--- config.mk ---
export PLATFORM = sky130hd
export DESIGN_NAME = up_link_tx_arbiter
export DESIGN_NICKNAME = d
export VERILOG_FILES = /design/src/rtl/up_link_tx_arbiter.sv
export SDC_FILE = /design/constraint.sdc
export NUM_CORES = 1
export LEC_CHECK = 0
export CORE_AREA = 3 3 168 170
export CTS_BUF_LIST = sky130_fd_sc_hd__clkbuf_4 sky130_fd_sc_hd__clkbuf_8
export DETAILED_ROUTE_END_ITERATION = 6
export DIE_AREA = 0 0 171 173
export HOLD_SLACK_MARGIN = 0.03
export PLACE_DENSITY = 0.57
export SLEW_MARGIN = 20
export SYNTH_ARGS = -nofsm -noshare
export SYNTH_HDL_FRONTEND = slang
export SYNTH_SLANG_ARGS = --single-unit
--- constraint.sdc ---
create_clock -name i_clk -period 7.5 [get_ports i_clk]
set_clock_uncertainty 0.1 [all_clocks]
set_input_delay 1.875 -clock i_clk [delete_from_list [all_inputs] [get_ports i_clk]]
set_output_delay 1.875 -clock i_clk [all_outputs]
set_load 0.05 [all_outputs]
--- src/rtl/up_link_tx_arbiter.sv ---
// N-source packet-atomic round-robin arbiter feeding one MAC TX AXI-Stream port.
// Define UP_LINK_TRUNC_EN to truncate packets longer than P_MAX_LENGTH and flush the remainder.
module up_link_tx_arbiter #(
  parameter int unsigned P_SRC_NUM    = 4,
  parameter int unsigned P_DATA_WIDTH = 64,
  parameter logic [14:0] P_MAX_LENGTH = 15'd9600
) (
  input  logic                                  i_clk,
  input  logic                                  i_rst,
  input  logic                                  i_link_up,
  input  logic [P_SRC_NUM-1:0]                  s_axis_tvalid,
  input  logic [P_SRC_NUM*P_DATA_WIDTH-1:0]     s_axis_tdata,
  input  logic [P_SRC_NUM*(P_DATA_WIDTH/8)-1:0] s_axis_tkeep,
  input  logic [P_SRC_NUM-1:0]                  s_axis_tlast,
  input  logic [P_SRC_NUM-1:0]                  s_axis_tuser,
  output logic [P_SRC_NUM-1:0]                  s_axis_tready,
  output logic                                  m_axis_tvalid,
  output logic [P_DATA_WIDTH-1:0]               m_axis_tdata,
  output logic [P_DATA_WIDTH/8-1:0]             m_axis_tkeep,
  output logic                                  m_axis_tlast,
  output logic                                  m_axis_tuser,
  input  logic                                  m_axis_tready,
  output logic [P_SRC_NUM-1:0]                  o_grant,
  output logic [31:0]                           o_pkt_cnt,
  output logic [15:0]                           o_trunc_cnt
);

  localparam int unsigned K         = P_DATA_WIDTH / 8;
  localparam int unsigned SW        = (P_SRC_NUM > 1) ? $clog2(P_SRC_NUM) : 1;
  localparam int unsigned MAX_BEATS = (32'(P_MAX_LENGTH) + K - 1) / K;
  localparam int unsigned BW        = $clog2(MAX_BEATS + 1);

  typedef enum logic [1:0] {IDLE, SEND, FLUSH} state_t;

  state_t              state;
  logic [SW-1:0]       rr_ptr;
  logic [BW-1:0]       beat_cnt;

  logic                win_found;
  logic [SW-1:0]       win_idx;
  logic [SW-1:0]       cand;
  logic                sel_valid;
  logic                sel_last;
  logic                sel_user;
  logic [P_DATA_WIDTH-1:0] sel_data;
  logic [K-1:0]        sel_keep;
  logic                out_ready;
  logic                accept;
  logic                flush_end;
  logic                trunc_hit;

  // While granted, rr_ptr holds the owner index, so it doubles as the data mux select
  always_comb begin
    sel_valid = s_axis_tvalid[rr_ptr];
    sel_last  = s_axis_tlast[rr_ptr];
    sel_user  = s_axis_tuser[rr_ptr];
    sel_data  = s_axis_tdata[32'(rr_ptr)*P_DATA_WIDTH +: P_DATA_WIDTH];
    sel_keep  = s_axis_tkeep[32'(rr_ptr)*K +: K];
  end

  // First valid source strictly after rr_ptr, searching circularly
  always_comb begin
    win_found = 1'b0;
    win_idx   = rr_ptr;
    cand      = rr_ptr;
    for (int unsigned k = 1; k <= P_SRC_NUM; k++) begin
      cand = SW'((32'(rr_ptr) + k) % P_SRC_NUM);
      if (!win_found && s_axis_tvalid[cand]) begin
        win_found = 1'b1;
        win_idx   = cand;
      end
    end
  end

  assign out_ready = ~m_axis_tvalid | m_axis_tready;
  assign accept    = (state == SEND) && sel_valid && out_ready;
  assign flush_end = (state == FLUSH) && sel_valid && sel_last;

  always_comb begin
    s_axis_tready = '0;
    if (state == SEND)
      s_axis_tready = o_grant & {P_SRC_NUM{out_ready}};
    else if (state == FLUSH)
      s_axis_tready = o_grant;
  end

`ifdef UP_LINK_TRUNC_EN
  assign trunc_hit = accept && !sel_last && (beat_cnt == BW'(MAX_BEATS - 1));
`else
  assign trunc_hit = 1'b0;
`endif

  always_ff @(posedge i_clk or posedge i_rst) begin
    if (i_rst) begin
      state         <= IDLE;
      rr_ptr        <= SW'(P_SRC_NUM - 1);
      beat_cnt      <= '0;
      o_grant       <= '0;
      m_axis_tvalid <= 1'b0;
      m_axis_tdata  <= '0;
      m_axis_tkeep  <= '0;
      m_axis_tlast  <= 1'b0;
      m_axis_tuser  <= 1'b0;
      o_pkt_cnt     <= '0;
      o_trunc_cnt   <= '0;
    end else begin
      // Output register: load on accept, drop valid once the MAC takes the held beat
      if (accept) begin
        m_axis_tvalid <= 1'b1;
        m_axis_tdata  <= sel_data;
        m_axis_tkeep  <= sel_keep;
        m_axis_tlast  <= sel_last | trunc_hit;
        m_axis_tuser  <= sel_user | trunc_hit;
      end else if (m_axis_tready) begin
        m_axis_tvalid <= 1'b0;
      end

      if (m_axis_tvalid && m_axis_tready && m_axis_tlast)
        o_pkt_cnt <= o_pkt_cnt + 32'd1;

      case (state)
        IDLE: begin
          beat_cnt <= '0;
          if (i_link_up && win_found) begin
            o_grant <= P_SRC_NUM'(1) << win_idx;
            rr_ptr  <= win_idx;
            state   <= SEND;
          end
        end
        SEND: begin
          if (accept) begin
            beat_cnt <= beat_cnt + BW'(1);
            if (sel_last) begin
              state   <= IDLE;
              o_grant <= '0;
            end else if (trunc_hit) begin
              state <= FLUSH;
              if (o_trunc_cnt != 16'hFFFF)
                o_trunc_cnt <= o_trunc_cnt + 16'd1;
            end
          end
        end
        FLUSH: begin
          if (flush_end) begin
            state   <= IDLE;
            o_grant <= '0;
          end
        end
        default: state <= IDLE;
      endcase
    end
  end

endmodule

==> results of run 1 <==
==> sequential cells by signal, indices dropped and copies added (netlist names) <==
register       flops
m_axis_tdata      64
o_grant            4
m_axis_tlast       1
o_pkt_cnt         32
m_axis_tuser       1
m_axis_tvalid      1
m_axis_tkeep       8
state              1
rr_ptr             2
==> layer usage <==
metal	vias to the layer above	routed length (µm)
met4	2	324
met2	220	12200
met1	2797	9630
met5	-	13
li1	2522	-
met3	18	1920
==> cells in the final DEF, fill, tap and decap left out, types with 8 or more instances in the layout <==
| master | instances |
|---|---|
| dfrtp_1 | 112 |
| nand2_1 | 15 |
| mux4_2 | 75 |
| conb_1 | 16 |
| xor2_1 | 17 |
| xnor2_1 | 10 |
| clkdlybuf4s50_1 | 418 |
| mux2_2 | 60 |
| nor2_1 | 13 |
| clkbuf_8 | 18 |
| and3_1 | 8 |
| mux2_1 | 13 |
==> where the power goes <==
part | switching [mW] | internal [mW] | total, mW | leakage [nW]
logic | 1.36 | 1.18 | 2.54 | 3.02
registers | 0.269 | 0.868 | 1.14 | 1.39
clock network | 0.295 | 0.377 | 0.672 | 0.224
==> through the flow <==
step | cell area [µm²] | setup slack, ns | hold slack, ns | util, %
finish | 11500 | 1.71 | 0.380 | 43.0
global route | 11500 | 1.64 | 0.408 | 43.0
CTS | 11500 | 1.69 | 0.385 | 42.9
detailed placement | 11100 | 1.70 | 0.372 | 41.3
global placement | 11100 | 1.71 | 0.362 | 41.3
floorplan | 6750 | 2.51 | 0.426 | -
==> cell families (layout without fill, tap and decap cells) <==
kind of cell,after synthesis,in the layout
mux,149,149
compound gates,12,12
fa+ha+maj,1,1
other cells,1,18
simple gates,88,88
buf+inv,53,459
xor+xnor,31,31
flops,114,114
==> synthesized netlist by cell type (all sizes together), types with 2 or more instances <==
library cell,n
dfrtp,112
mux4,75
mux2,73
buf,40
xor2,17
nand2,16
xnor2,14
nor2,13
nand3,10
and3,8
clkbuf,7
nor3,7
nor4,7
and4,6
inv,6
nand4,6
or4,6
a21oi,3
dfstp,2
o2bb2ai,2
==> critical path: cells and delay by family <==
kind / cells / cell delay, ns
buffers and inverters: 2 / 1.36
AND/OR/NAND/NOR: 2 / 0.57
==> final timing paths <==
path                                                    end  slack (ns)
max in group asynchronous         m_axis_tvalid$_DFFE_PP0P_        4.15
worst max-delay path                       s_axis_tready[1]        1.71
worst max register to register  m_axis_tkeep[4]$_DFFE_PP0P_        3.91
worst min-delay path              o_pkt_cnt[31]$_DFFE_PP0P_        0.38
min in group asynchronous         o_pkt_cnt[16]$_DFFE_PP0P_        1.77
worst min register to register    o_pkt_cnt[31]$_DFFE_PP0P_        0.38
==> cell type report <==
class | instances | area (µm²) | share of cell area [%]
Tap cell | 341 | 427 | 3.70
Inverter | 6 | 25.0 | 0.217
Clock inverter | 14 | 203 | 1.76
Timing Repair Buffer | 421 | 4210 | 36.4
Sequential cell | 114 | 2860 | 24.8
Multi-Input combinational cell | 297 | 3570 | 30.9
Clock buffer | 18 | 248 | 2.15
Antenna cell | 2 | 5.00 | 0.0433
==> results.sh, run 1 <==
export IMPL_critical_path_max_fanout=7
export IMPL_critPathCaptureType="primary output"
export IMPL_max_clock_freq_mhz=173
export IMPL_r2r_cells=4
export IMPL_dp_hpwl_um=19200
export IMPL_max_stage_delay_ns=0.81
export IMPL_h_tree_depth=4
export IMPL_worstPathRequired_ns=5.53
export IMPL_totalNegativeSetupSlack_ns=0
export IMPL_synthCells=449
export IMPL_setup_viol=0
export IMPL_io_buffers=418
export IMPL_finalHoldViolCount=0
export IMPL_ys_seq_elements=114
export IMPL_routed_wl_um=24100
export IMPL_core_area_um2=26900
export IMPL_yosysWarnings=0
export IMPL_grt_use_total_pct=16.4
export IMPL_vias=5559
export IMPL_die_h_um=173
export IMPL_critPathLaunchType="input port"
export IMPL_cts_sinks=114
export IMPL_synth_edf_count=0
export IMPL_dieArea_um2=29600
export IMPL_antenna_found_initial=3
export IMPL_met2_usage_pct=27.9
export IMPL_muxShareOfSynthArea_pct=37.7
export IMPL_hold_buffers=0
export IMPL_initial_core_util_pct=24.9
export IMPL_tightest_slew_ns=1.03
export IMPL_cts_inserted_buffers=17
export IMPL_fin_crit_sh_pct=77.2
export IMPL_grt_pass1_wl_um=36800
export IMPL_cts_tree="done"
export IMPL_post_cts_buffers=0
export IMPL_synth_compound_area_share_pct=1.29
export IMPL_r2r_start="rr_ptr[1]$_DFFE_PP1P_"
export IMPL_synthDistinctLibCells=49
export IMPL_nNetsFinal=1162
export IMPL_critPathMostFrequentCell="clkdlybuf4s50_1"
export IMPL_synth_area_leaders="dfrtp_1 42%, mux4_2 25%, mux2_2 10%"
export IMPL_instances_no_fill=1213
export IMPL_die_w_um=171
export IMPL_yosys_area_share_simple_pct=8.60
export IMPL_clkLatencyLatePin_ns=0.43
export IMPL_overflow=0
export IMPL_path_class="input port to primary output"
export IMPL_ys_flop_type="dfrtp_1"
export IMPL_crit_path_top_delay_cell="clkdlybuf4s50_1"
export IMPL_grt_pass1_vias=6158
export IMPL_synth_top_family_by_area="multiplexers"
export IMPL_syn_to_final_growth_pct=72.5
export IMPL_synthAdderAreaFrac_pct=0.187
export IMPL_met3_usage_pct=5.42
export IMPL_synth_top_area_share_pct=41.9
export IMPL_clockBufferDepth=2
export IMPL_io_pins=435
export IMPL_rsz0062_at_grt="no"
export IMPL_path_clk_slew_ns=0.09
export IMPL_ir_drop_uv=186
export IMPL_drc=0
export IMPL_gp_congestion=0.859
export IMPL_crit_arrival_ns=3.81
export IMPL_vias_per_cell=4.58
export IMPL_wl_per_cell_um=19.9
export IMPL_postCtsResizedCells=0
export IMPL_met1_usage_pct=19.9
export IMPL_cellLeakagePower_nw=4.63
export IMPL_async_flop_share_pct=100
export IMPL_min_period_ns=5.79
export IMPL_hp_class="flip-flop to flip-flop"
export IMPL_syn_area_per_cell_um2=14.9
export IMPL_antenna_left=0
export IMPL_p_total_mw=4.35
export IMPL_synth_xor_area_share_pct=4.50
export IMPL_firstDrtPassIters=4
export IMPL_path_cells="clkdlybuf4s50_1 -> or2b_1 -> and3_1 -> clkdlybuf4s50_1"
export IMPL_slew_violations=0
export IMPL_syn_area_um2=6700
export IMPL_whs_path_depth=1
export IMPL_crit_start="m_axis_tready"
export IMPL_synth_seq_area_share_pct=42.6
export IMPL_root_buffer="clkbuf_8"
export IMPL_cap_violations=0
export IMPL_busiest_layer="met2"
export IMPL_drt_first_iter_violations=216
export IMPL_rows=60
export IMPL_grt_max_degree=84
export IMPL_yosysTopAreaCell="dfrtp_1"
export IMPL_min_from="o_pkt_cnt[31]$_DFFE_PP0P_"
export IMPL_powerDensity_nw_per_um2=377
export IMPL_drive_above_1_share_pct=22.2
export IMPL_fillers=2506
export IMPL_status="finished, final reports clean"
export IMPL_placedCellCount=1179
export IMPL_relSlewSlack_pct=31.5
Note: power is estimated with default switching activity, not from simulation.
==> run 2: changes to the inputs <==
--- a/config.mk
+++ b/config.mk
@@ -5,12 +5,12 @@
 export SDC_FILE = /design/constraint.sdc
 export NUM_CORES = 1
 export LEC_CHECK = 0
-export CORE_AREA = 3 3 168 170
+export CORE_AREA = 3 3 167 169
 export CTS_BUF_LIST = sky130_fd_sc_hd__clkbuf_4 sky130_fd_sc_hd__clkbuf_8
 export DETAILED_ROUTE_END_ITERATION = 6
-export DIE_AREA = 0 0 171 173
+export DIE_AREA = 0 0 170 172
 export HOLD_SLACK_MARGIN = 0.03
-export PLACE_DENSITY = 0.57
+export PLACE_DENSITY = 0.59
 export SLEW_MARGIN = 20
 export SYNTH_ARGS = -nofsm -noshare
 export SYNTH_HDL_FRONTEND = slang
==> constraint.sdc (replaced) <==
create_clock -name i_clk -period 4.9 [get_ports i_clk]
set_clock_uncertainty 0.1 [all_clocks]
set_input_delay 1.225 -clock i_clk [delete_from_list [all_inputs] [get_ports i_clk]]
set_output_delay 1.225 -clock i_clk [all_outputs]
set_load 0.05 [all_outputs]
==> run 2 against run 1 <==
Against the previous run:
- non-clock buffer count up 1
- core utilization grew 0.21 points
- global-route usage up 0.050 points
- largest cell class unchanged
==> results.sh, run 2 (synthesis gave the netlist of run 1 again) <==
export IMPL_status="finished, final reports clean"
export IMPL_dp_hpwl_um=19800
export IMPL_final_common_cell="clkdlybuf4s50_1"
export IMPL_antenna_found_initial=3
export IMPL_h_tree_depth=4
export IMPL_initial_core_util_pct=25.1
export IMPL_crit_start="m_axis_tready"
export IMPL_critical_path_max_fanout=7
export IMPL_endpoint="s_axis_tready[1]"
export IMPL_fin_crit_sh_pct=78.6
export IMPL_slew_violations=0
export IMPL_io_buffers=418
export IMPL_rsz0062_at_grt="no"
export IMPL_setup_viol=0
export IMPL_path_clk_slew_ns=0.08
export IMPL_vias=5508
export IMPL_crit_arrival_ns=2.53
export IMPL_path_class="input port to primary output"
export IMPL_hold_buffers=0
export IMPL_grt_pass1_vias=5949
export IMPL_regMostFlops="m_axis_tdata"
export IMPL_worstPathRequired_ns=3.58
export IMPL_wl_per_cell_um=20.3
export IMPL_relSlewSlack_pct=46.7
export IMPL_grt_use_total_pct=16.4
export IMPL_root_buffer="clkbuf_8"
export IMPL_min_period_ns=3.85
export IMPL_nNetsFinal=1163
export IMPL_totalNegativeSetupSlack_ns=0
export IMPL_drt_first_iter_violations=186
export IMPL_rows=60
export IMPL_r2r_end="m_axis_tkeep[1]$_DFFE_PP0P_"
export IMPL_drive_above_1_share_pct=22.6
export IMPL_cts_sinks=114
export IMPL_r2r_cells=3
export IMPL_firstDrtPassIters=4
export IMPL_final_cell_mix="414 x clkdlybuf4s50_1, 112 x dfrtp_1, 75 x mux4_2"
export IMPL_ir_drop_uv=359
export IMPL_vias_per_cell=4.54
export IMPL_powerDensity_nw_per_um2=576
export IMPL_p_total_mw=6.65
export IMPL_die_h_um=172
export IMPL_gp_congestion=0.845
export IMPL_drc=0
export IMPL_io_pins=435
export IMPL_r2r_slack_ns=1.92
export IMPL_cts_tree="done"
export IMPL_syn_to_final_growth_pct=72.3
export IMPL_grt_pass1_wl_um=36000
export IMPL_cellLeakagePower_nw=4.64
export IMPL_max_clock_freq_mhz=260
export IMPL_routed_wl_um=24600
export IMPL_critPathCaptureType="primary output"
export IMPL_clockBufferDepth=2
export IMPL_tightest_slew_ns=0.799
export IMPL_postCtsResizedCells=0
export IMPL_core_area_um2=26700
export IMPL_clkLatencyLatePin_ns=0.42
export IMPL_dieArea_um2=29200
export IMPL_die_w_um=170
export IMPL_grt_max_degree=59
export IMPL_finalHoldViolCount=0
export IMPL_hp_class="flip-flop to flip-flop"
export IMPL_largest_reg_flops=64
export IMPL_cap_violations=0
export IMPL_critPathLaunchType="input port"
export IMPL_post_cts_buffers=0
export IMPL_overflow=0
export IMPL_antenna_left=0
export IMPL_cts_inserted_buffers=17
export IMPL_r2r_start="rr_ptr[0]$_DFFE_PP1P_"
export IMPL_largestRegisters="m_axis_tdata: 64 flops, o_pkt_cnt: 32 flops, m_axis_tkeep: 8 flops"
-- run 2: cell count changes in the layout (fill, tap and decap cells not counted) --
cell             delta
clkinv_4            -3
buf_4               +3
clkinv_2            +2
buf_12              +2
clkdlybuf4s50_1     -4
clkbuf_4            +2
clkbuf_8            +2
inv_6               -3
bufinv_16           -1
-- run 2: per-stage QoR --
stage / setup slack (ns) / hold slack, ns / util (%) / area (µm²) / instances
3_5_place_dp: 1.04 / 0.364 / 41.6 / 11100 / 1180
6_report: 1.05 / 0.380 / 43.2 / 11500 / 1213
4_1_cts: 1.03 / 0.388 / 43.2 / 11500 / 1211
3_3_place_gp: 1.05 / 0.364 / 41.6 / 11100 / 1180
2_1_floorplan: 0.563 / 0.426 / - / 6750 / 464
5_1_grt: 0.980 / 0.403 / 43.2 / 11500 / 1213
-- run 2: power breakdown --
part / leakage (nW) / internal (mW) / switching, mW
clock: 0.216 / 0.552 / 0.407
combinational: 3.04 / 1.81 / 2.18
sequential: 1.39 / 1.33 / 0.376
total: 4.64 / 3.69 / 2.96
-- run 2: area by class of cell --
cell class                 instances  area (µm²)
fill                            2503       15200
timing repair buffer             422        4230
tap                              341         427
antenna                            2        5.00
clock buffer                      22         290
inverter                           6        25.0
multi-input combinational        297        3570
clock inverter                     9         130
sequential                       114        2860
-- run 2: how the worst min path moves through the flow --
stage                                         start                   endpoint  slack [ns]  cells past startpoint
after floorplan                state[0]$_DFFE_PP0P_  m_axis_tvalid$_DFFE_PP0P_        0.43                      2
after global placement    o_pkt_cnt[31]$_DFFE_PP0P_  o_pkt_cnt[31]$_DFFE_PP0P_        0.36                      1
after detailed placement  o_pkt_cnt[31]$_DFFE_PP0P_  o_pkt_cnt[31]$_DFFE_PP0P_        0.36                      1
after CTS                 o_pkt_cnt[31]$_DFFE_PP0P_  o_pkt_cnt[31]$_DFFE_PP0P_        0.39                      1
after global routing      o_pkt_cnt[31]$_DFFE_PP0P_  o_pkt_cnt[31]$_DFFE_PP0P_        0.40                      1
final                     o_pkt_cnt[31]$_DFFE_PP0P_  o_pkt_cnt[31]$_DFFE_PP0P_        0.38                      1
-- run 2: critical path: stages --
cell and delay (ns):
clkdlybuf4s50_1 0.49, or2b_1 0.39, and3_1 0.24, buf_4 0.18
-- run 2: metal layers --
| metal | routed length, µm | global-route usage, % | vias up |
|---|---|---|---|
| li1 | - | - | 2522 |
| met1 | 9280 | 19.0 | 2751 |
| met2 | 13000 | 29.0 | 213 |
| met3 | 2010 | 6.31 | 20 |
| met4 | 275 | 3.63 | 2 |
| met5 | 10 | 0 | - |
